## config.mk

```make
export PLATFORM = sky130hd
export DESIGN_NAME = cl_serial_seq
export DESIGN_NICKNAME = d
export VERILOG_FILES = /design/src/rtl/cl_pkg.sv /design/src/rtl/cl.sv /design/src/rtl/cl_serial_seq.sv
export SDC_FILE = /design/constraint.sdc
export NUM_CORES = 1
export LEC_CHECK = 0
export BUFFER_PORTS_ARGS = -buffer_cell sky130_fd_sc_hd__buf_4
export CORE_ASPECT_RATIO = 0.75
export CORE_MARGIN = 2
export CORE_UTILIZATION = 34
export CTS_CLUSTER_DIAMETER = 60
export DETAILED_ROUTE_END_ITERATION = 6
export HOLD_SLACK_MARGIN = 0.02
export RECOVER_POWER = 25
export SETUP_SLACK_MARGIN = 0.02
export SYNTH_ARGS = -nofsm -noshare
export SYNTH_HDL_FRONTEND = slang
export SYNTH_SLANG_ARGS = --single-unit
```

## constraint.sdc

```tcl
create_clock -name clk -period 1.81 [get_ports clk]
set_input_delay 0.0905 -clock clk [delete_from_list [all_inputs] [get_ports clk]]
set_output_delay 0.0905 -clock clk [all_outputs]
set_load 0.02 [all_outputs]
```

## src/rtl/cl_pkg.sv

```systemverilog
// Shared encodings for the 1-bit logic cell and its bit-serial sequencer.
//   op_e    : 2-bit operation codes understood by cl
//   state_t : sequencer FSM states
package cl_pkg;

  localparam logic [1:0] OP_AND  = 2'b00;
  localparam logic [1:0] OP_OR   = 2'b01;
  localparam logic [1:0] OP_XOR  = 2'b10;
  localparam logic [1:0] OP_NOTA = 2'b11;

  typedef enum logic [1:0] {
    IDLE = 2'd0,
    RUN  = 2'd1,
    DONE = 2'd2
  } state_t;

endpackage

```

## src/rtl/cl.sv

```systemverilog
// 1-bit logic cell.
//   a, b : operand bits
//   op   : AND / OR / XOR / NOT a (b ignored for NOT a)
//   y    : combinational result bit
module cl
  import cl_pkg::*;
(
  input  logic       a,
  input  logic       b,
  input  logic [1:0] op,
  output logic       y
);

  always_comb begin
    y = 1'b0;
    case (op)
      OP_AND:  y = a & b;
      OP_OR:   y = a | b;
      OP_XOR:  y = a ^ b;
      OP_NOTA: y = ~a;
      default: y = 1'b0;
    endcase
  end

endmodule

```

## src/rtl/cl_serial_seq.sv

```systemverilog
// Bit-serial sequencer wrapping the 1-bit cl cell into a WIDTH-bit logic unit.
// One bit pair (LSB first) is processed per cycle; an operation takes WIDTH
// cycles of RUN followed by a single DONE cycle.
//   clk, reset : clock, synchronous active-high reset
//   start      : request; honoured only in IDLE or DONE
//   op, a, b   : operation and operands, captured on an accepted start
//   busy       : high while in RUN
//   done       : one-cycle completion pulse
//   result     : assembled result, stable from done until the next accepted start
//   parity     : XOR of all result bits (only when CL_SERIAL_PARITY_EN is defined)
// Optional feature macro: CL_SERIAL_PARITY_EN
module cl_serial_seq
  import cl_pkg::*;
#(
  parameter int WIDTH = 8
) (
  input  logic             clk,
  input  logic             reset,
  input  logic             start,
  input  logic [1:0]       op,
  input  logic [WIDTH-1:0] a,
  input  logic [WIDTH-1:0] b,
  output logic             busy,
  output logic             done,
  output logic [WIDTH-1:0] result
`ifdef CL_SERIAL_PARITY_EN
  ,
  output logic             parity
`endif
);

  localparam int CW = $clog2(WIDTH);
  localparam logic [CW-1:0] LAST = CW'(WIDTH - 1);

  state_t           state, state_nx;
  logic [WIDTH-1:0] a_sr, b_sr;
  logic [1:0]       op_q;
  logic [CW-1:0]    cnt;
  logic             bit_y;
  logic             accept;

  // Start is only honoured when no operation is in flight.
  assign accept = start && (state == IDLE || state == DONE);

  cl u_cl (
    .a  (a_sr[0]),
    .b  (b_sr[0]),
    .op (op_q),
    .y  (bit_y)
  );

  always_ff @(posedge clk) begin
    if (reset) state <= IDLE;
    else       state <= state_nx;
  end

  always_comb begin
    state_nx = state;
    busy     = 1'b0;
    done     = 1'b0;
    case (state)
      IDLE: begin
        if (start) state_nx = RUN;
      end
      RUN: begin
        busy = 1'b1;
        if (cnt == LAST) state_nx = DONE;
      end
      DONE: begin
        done     = 1'b1;
        state_nx = start ? RUN : IDLE;
      end
      default: state_nx = IDLE;
    endcase
  end

  always_ff @(posedge clk) begin
    if (reset) begin
      a_sr   <= '0;
      b_sr   <= '0;
      op_q   <= '0;
      cnt    <= '0;
      result <= '0;
    end else if (accept) begin
      a_sr <= a;
      b_sr <= b;
      op_q <= op;
      cnt  <= '0;
    end else if (state == RUN) begin
      a_sr   <= a_sr >> 1;
      b_sr   <= b_sr >> 1;
      // New bit enters at the MSB so bit 0 lands in result[0] after WIDTH shifts.
      result <= {bit_y, result[WIDTH-1:1]};
      // Saturate on the final edge rather than wrapping past WIDTH-1.
      if (cnt != LAST) cnt <= cnt + 1'b1;
    end
  end

`ifdef CL_SERIAL_PARITY_EN
  always_ff @(posedge clk) begin
    if (reset)              parity <= 1'b0;
    else if (accept)        parity <= 1'b0;
    else if (state == RUN)  parity <= parity ^ bit_y;
  end
`endif

endmodule

```

# After elaboration in Yosys (flattened, before gate mapping)
# Cells that the tools add are included.
# W data, S select, Z words.
# totals
regBits,31
# op_classes
add_sub_neg,1
n_mux,11
reduce_logical,9
n_eq_ne,9
bitwise,5
# ops
cell,n
$mux W8,4
$eq A2 B2 Y1 const B,3
$pmux W2 S3,1
$reduce_and A2 Y1,3
$eq A2 B1 Y1 const B,2
$logic_not A2 Y1,2
$mux W2,2
$ne A2 B2 Y1 const B,2
$pmux W1 S4,1
$add A3 B1 Y3 const B,1
$eq A3 B3 Y1 const B,1
$mux W1,3
$ne A3 B3 Y1 const B,1
$not A1 Y1,2
$reduce_bool A2 Y1,1
$reduce_or A2 Y1,1
$and A1 B1 Y1,1
$logic_and A1 B1 Y1,1
$logic_or A1 B1 Y1,1
$or A1 B1 Y1,1
$xor A1 B1 Y1,1

# Longest topological paths before layout
# Gate-level depths: netlist of run 1.
# depth
word_depth,5
mapped_depth,6
mapped_depth_nobuf,5

# Cells and area by module
# From an unflattened synthesis of run 1, not the netlist that was laid out.
# unflattened
cells_unflattened,149
area_unflattened_um2,1297.5
# modules_own_cells
module,instances,area_per_inst_um2,cells_each
cl_serial_seq,1,1238.7,143
cl,1,58.8,6

# Least setup slack after synthesis of run 1
# OpenSTA, ideal clock, no wires.
# synth_path
kind,reg-to-reg
from,register a_sr[0]
to,register result[7]
n_path_buf,0
synth_period_minus_slack_ns,1.390
stages_incl_launch_ff,6
path_slack_ns,0.420
arrival_ns,1.311
cell_sequence,dfxtp_1 -> inv_1 -> ha_1 -> inv_1 -> mux4_2 -> a211oi_2
# synth_via
elab_chain_cells,2
elab_cells_between_ends,5
# synth_rtl
item,line,text
start: declaration,cl_serial_seq.sv:36,"logic [WIDTH-1:0] a_sr, b_sr;"
start signal: assignment,cl_serial_seq.sv:90,a_sr <= a_sr >> 1;
"$xor A1 B1 Y1, or another cell as far along",cl.sv:19,OP_XOR: y = a ^ b;
$pmux W1 S4 (*),cl.sv:16,case (op)
end signal: assignment,cl_serial_seq.sv:93,"result <= {bit_y, result[WIDTH-1:1]};"
end: declaration,cl_serial_seq.sv:25,output logic [WIDTH-1:0] result
# Every way passes the cells marked *; elsewhere a longest branch is shown, timed or not.
# A chain may end at the register's enable or synchronous reset.

# Worst setup path in the final report of run 1
# layout_path
from,register cnt[0]
to,register cnt[2]
# layout_via
elab_chain_cells,2
elab_cells_between_ends,3
# layout_rtl
item,line,text
start: declaration,cl_serial_seq.sv:38,logic [CW-1:0] cnt;
start signal: assignment,cl_serial_seq.sv:95,if (cnt != LAST) cnt <= cnt + 1'b1;
"parallel branches: the longest is 2 deep, another holds $add A3 B1 Y3",--,
# Parallel ways; which one is timed is not known.

==> results.cfg, run 1 <==
[worst_setup_path]
reg2reg_from = cnt[0]
path_class = flop to flop
path_max_fanout = 4
required_ps = 1960
cp.arrival_ps = 1650
r2r_cells = 5
reg2reg_slack_ps = 320
r2r-end = cnt[2]
critPathCaptureType = flop
start_kind = flop

[clock_tree]
clockBufferDepth = 2
cts_hold_buffers = 0
numCtsBuffers = 5
clock_sink_count = 31
clk_latency_ps = 280
post_cts_resized = 0
tritoncts = built
clkSlewWorstSetupHoldPaths_ps = 60
h-tree-depth = 2
cts_setup_buffers = 0
root_buffer = clkbuf_8

[sta]
maxSlewHeadroom_pct = 73.8
setup_violations = 0
fmax_mhz = 670
tns_ps = 0
fin_hold_ws_ps = 61.0
finalCriticalPeriod_ps = 1490
tightest_slew_ps = 393
hold_viol_final = 0
rsz0062_at_grt = no
report.final.slew_viol_count = 0
clock-skew-final_ps = 2.72
min_period_over_period_pct = 82.5

[floorplanning]
ioPinCount = 31
core_area_sq_um = 4000
rows = 20
die_x_microns = 77.9
fp.dieArea_sq_um = 4630
die_h_microns = 59.5
start_util_pct = 34.8

[routing]
drcViolationCount = 0
vias = 1136
wl_microns = 3070
drtIter0Drc = 52
drtAntennaViolNets = 0
avgRoutedWirePerCell_microns = 13.3
firstDrtPassIters = 4
routed_via_density = 4.92

[finish]
layout_commonest_cell = dfxtp_1
antenna_cells = 0
final_nets = 202
final_util_pct = 41.0
register_area_sq_um = 621
multi_input_area_sq_um = 633
final_cell_area_sq_um = 1640
filler_cell_count = 414
layout-drive-gt1-share_pct = 25.0
area_growth_pct = 17.7
layout_common_cells = dfxtp_1, nand2_1, buf_4

[hold_path]
hold_depth = 3
hp-class = input pin to flop
min_from = a[7]
min_to = a_sr[7]

[pwr]
powerDensity_nw_per_um2 = 897
peakVddDrop_mv = 0.533
power.leakage_nw = 0.617

[grt]
track_usage_pct = 14.9
overflow = 0
antenna_found_initial = 0
grt_pass1_vias = 1160
grt_pass1_wl_microns = 5290
grt_max_degree = 32

[yosys]
syn_nets = 174
synth_area_sq_um = 1390
synth_cells = 149
synth_cell_types = 31
yosysWarnings = 0
seq_area_frac_synth_pct = 44.5
ys_seq_elements = 31
postSynthAreaPerCell_sq_um = 9.35

[outcome]
outcome = finished clean

[flow_run]
maxCapViolations = 0

[placement]
gp_congestion = 0.763
port_buffers = 30
placed_area_sq_um = 1600
dpl.hpwl_microns = 2100
-- kinds of logic (layout without fill, tap and decap cells) --
kind of cell             count (synthesis)  count (layout)  share of synthesized area [%]
XOR/XNOR                                 1               1                          0.628
multiplexers                             4               4                           3.77
buffers and inverters                   18              45                           10.1
adder cells (fa/ha/maj)                  4               4                           3.59
AO/OA/AOI/OAI                           27              27                           14.3
flip-flops                              31              31                           44.5
AND/OR/NAND/NOR                         64              64                           23.2
-- how the worst max path moves through the flow --
stage / from / end / slack (ps) / cells after the start
final: cnt[0] / cnt[2] / 320 / 5
after global routing: state[0] / busy / 210 / 3
after CTS: cnt[0] / cnt[2] / 310 / 5
after detailed placement: cnt[0] / cnt[2] / 330 / 5
after global placement: cnt[0] / cnt[2] / 390 / 5
after floorplan: a_sr[0] / result[7] / 420 / 5
-- where the power goes --
part | internal (mW) | switching [mW] | leakage [nW] | total (mW)
combinational | 0.102 | 0.124 | 0.326 | 0.225
sequential | 0.725 | 0.0280 | 0.254 | 0.753
clock | 0.256 | 0.236 | 0.0371 | 0.492
total | 1.08 | 0.388 | 0.617 | 1.47
-- state kept, by name, indices dropped and copies added, names as in the netlist --
| register | count |
|---|---|
| a_sr | 8 |
| b_sr | 8 |
| result | 8 |
| cnt | 3 |
| op_q | 2 |
| state | 2 |
-- critical path: stages, from the launching register on --
cell     delay (ps)
dfxtp_1         330
ha_1            210
ha_1            220
nor3b_4         290
mux2i_1         280
nor3_2           50
-- area by class of cell --
type	count	share of cell area [%]
clock buffers	6	4.42
multi-input cells	100	38.6
repair buffers	34	13.5
inverters	5	1.45
well taps	55	4.20
flip-flops and latches	31	37.8
-- cells in the mapped netlist, drive strengths merged --
cell	instances	area, sq um
mux2i	3	30.0
nand2	31	124
nor3b	2	26.3
inv	5	23.8
dfxtp	31	621
nand3	2	10.0
nor2	9	33.8
a311oi	7	80.1
buf	10	105
clkbuf	3	11.3
xnor2	1	8.76
and2b	1	7.51
a211oi	1	12.5
nor2b	1	6.26
mux4	1	22.5
a21oi	11	55.1
nor3	16	95.1
a22oi	1	7.51
ha	4	50.1
o22ai	7	43.8
nand2b	2	20.0
-- through the flow --
stage	setup WS (ps)	cells	power (mW)
6_report	317	231	1.47
2_1_floorplan	420	149	0.944
3_5_place_dp	328	225	0.997
5_1_grt	212	231	1.55
4_1_cts	315	231	1.49
3_3_place_gp	388	225	0.984
-- per-layer routing --
layer  up-vias  track usage (%)  share of wire (%)
li1        565                -                  -
met1       543             17.5                 47
met2        26             26.0                 47
met3         2             5.03                5.5
met4         0             5.26               0.72
met5         -                0                  0
(Power assumes the default switching activity.)
==> run 2: changes to the inputs <==
==> constraint.sdc (replaced) <==
create_clock -name clk -period 1.3 [get_ports clk]
set_input_delay 0.065 -clock clk [delete_from_list [all_inputs] [get_ports clk]]
set_output_delay 0.065 -clock clk [all_outputs]
set_load 0.02 [all_outputs]
==> results.cfg, run 2 (synthesis gave the netlist of run 1 again) <==
[floorplanning]
fp.dieArea_sq_um = 4630
die_x_microns = 77.9
die_h_microns = 59.5
rows = 20
core_area_sq_um = 4000
start_util_pct = 34.8
ioPinCount = 31

[pwr]
peakVddDrop_mv = 0.586
powerDensity_nw_per_um2 = 1200
power.leakage_nw = 0.669

[sta]
rsz0062_at_grt = yes
setup_violations = 4
tightest_slew_ps = 373
report.final.slew_viol_count = 0
worst_slack_ps = -75.0
maxSlewHeadroom_pct = 75.1
clock-skew-final_ps = 3.37
fin_hold_ws_ps = 35.0
hold_viol_final = 0
min_period_over_period_pct = 106
finalCriticalPeriod_ps = 1380
fmax_mhz = 727

[clock_tree]
clockBufferDepth = 2
tritoncts = built
clock_sink_count = 31
root_buffer = clkbuf_8
clk_latency_ps = 280
numCtsBuffers = 5
h-tree-depth = 2
cts_hold_buffers = 0
clkSlewWorstSetupHoldPaths_ps = 70

[worst_setup_path]
cp_common_cell = ha_4
path_max_fanout = 4
critPathCaptureType = flop
required_ps = 1450
worstPathCellList = ha_4, ha_4, nor3b_4, mux2i_1, nor3_2
slowest_delay_ps = 340
cp.arrival_ps = 1530
worst_path_max_delay_cell = dfxtp_2
path_class = flop to flop
start_kind = flop

[grt]
grt_max_degree = 32
track_usage_pct = 14.5
antenna_found_initial = 0
grt_pass1_vias = 1051
grt_pass1_wl_microns = 5130
overflow = 0

[routing]
wl_microns = 3060
drtAntennaViolNets = 0
routed_via_density = 4.72
firstDrtPassIters = 4
vias = 1138
drtIter0Drc = 48
drcViolationCount = 0
avgRoutedWirePerCell_microns = 12.7

[placement]
dp_cells = 229
dpl.hpwl_microns = 2080
gp_congestion = 0.731
placed_area_sq_um = 1660
port_buffers = 30

[flow_run]
maxCapViolations = 0

[finish]
antenna_cells = 0
layout_common_cells = buf_4, nand2_1, dfxtp_1
final_nets = 210
filler_cell_count = 410
final_cell_area_sq_um = 1790
layout_commonest_cell = buf_4
layout-drive-gt1-share_pct = 37.1
fin_cells = 241
area_growth_pct = 28.1
largestRegisters = a_sr: 8 flops, b_sr: 8 flops, result: 8 flops

[hold_path]
hp-class = input pin to flop

[outcome]
outcome = finished, violations left
violations = setup timing
-- run 2: layout make-up --
class / instances / area (sq um) / area share [%]
flip-flops and latches: 31 / 628 / 35.2
inverters: 5 / 26.3 / 1.47
multi-input cells: 100 / 678 / 38.0
well taps: 55 / 68.8 / 3.85
repair buffers: 42 / 295 / 16.5
clock inverters: 3 / 20.0 / 1.12
clock buffers: 5 / 68.8 / 3.85
-- run 2: path summary, 6_finish.rpt --
check	slack (ps)	endpoint	cells past startpoint	from
worst max-delay path	-80	cnt[1]	5	cnt[0]
worst max register to register	-80	cnt[1]	5	cnt[0]
worst min register to register	460	result[0]	2	result[0]
worst min-delay path	40	op_q[1]	3	op[1]
-- run 2: layer usage --
layer  GRT usage (%)  vias up  wire length [microns]
li1                -      587                      -
met4            5.26        0                     23
met5               0        -                      0
met3            4.73        4                    113
met1            18.7      526                   1440
met2            23.2       21                   1480
-- run 2: through the flow --
step / total power, mW / TNS [ps] / setup slack (ps) / utilization (%)
6_report: 2.15 / -240 / -75.0 / 44.6
3_3_place_gp: 1.40 / -112 / -40.2 / 41.5
4_1_cts: 2.19 / -286 / -116 / 45.3
2_1_floorplan: 1.32 / -62.3 / -28.5 / -
5_1_grt: 2.29 / -432 / -132 / 44.6
3_5_place_dp: 1.41 / -344 / -116 / 41.5
-- run 2: power by group --
| part | switching (mW) | leakage, nW | internal, mW | total, mW |
|---|---|---|---|---|
| Combinational | 0.185 | 0.372 | 0.181 | 0.366 |
| Sequential | 0.0402 | 0.257 | 1.01 | 1.05 |
| Clock | 0.358 | 0.0402 | 0.372 | 0.730 |
| Total | 0.584 | 0.669 | 1.56 | 2.15 |
-- run 2: timing repair --
item | in CTS | in global routing
setup endpoints to repair | 5 | 9
gates resized for setup | 7 | 3
pin swaps | 4 | 2
setup buffers | 4 | 0
-- run 2: critical path, delay by kind of cell, from the launching register on --
kind	cells	cell delay (ps)
flip-flops	1	340
AND/OR/NAND/NOR	2	310
multiplexers	1	290
adder cells (fa/ha/maj)	2	320
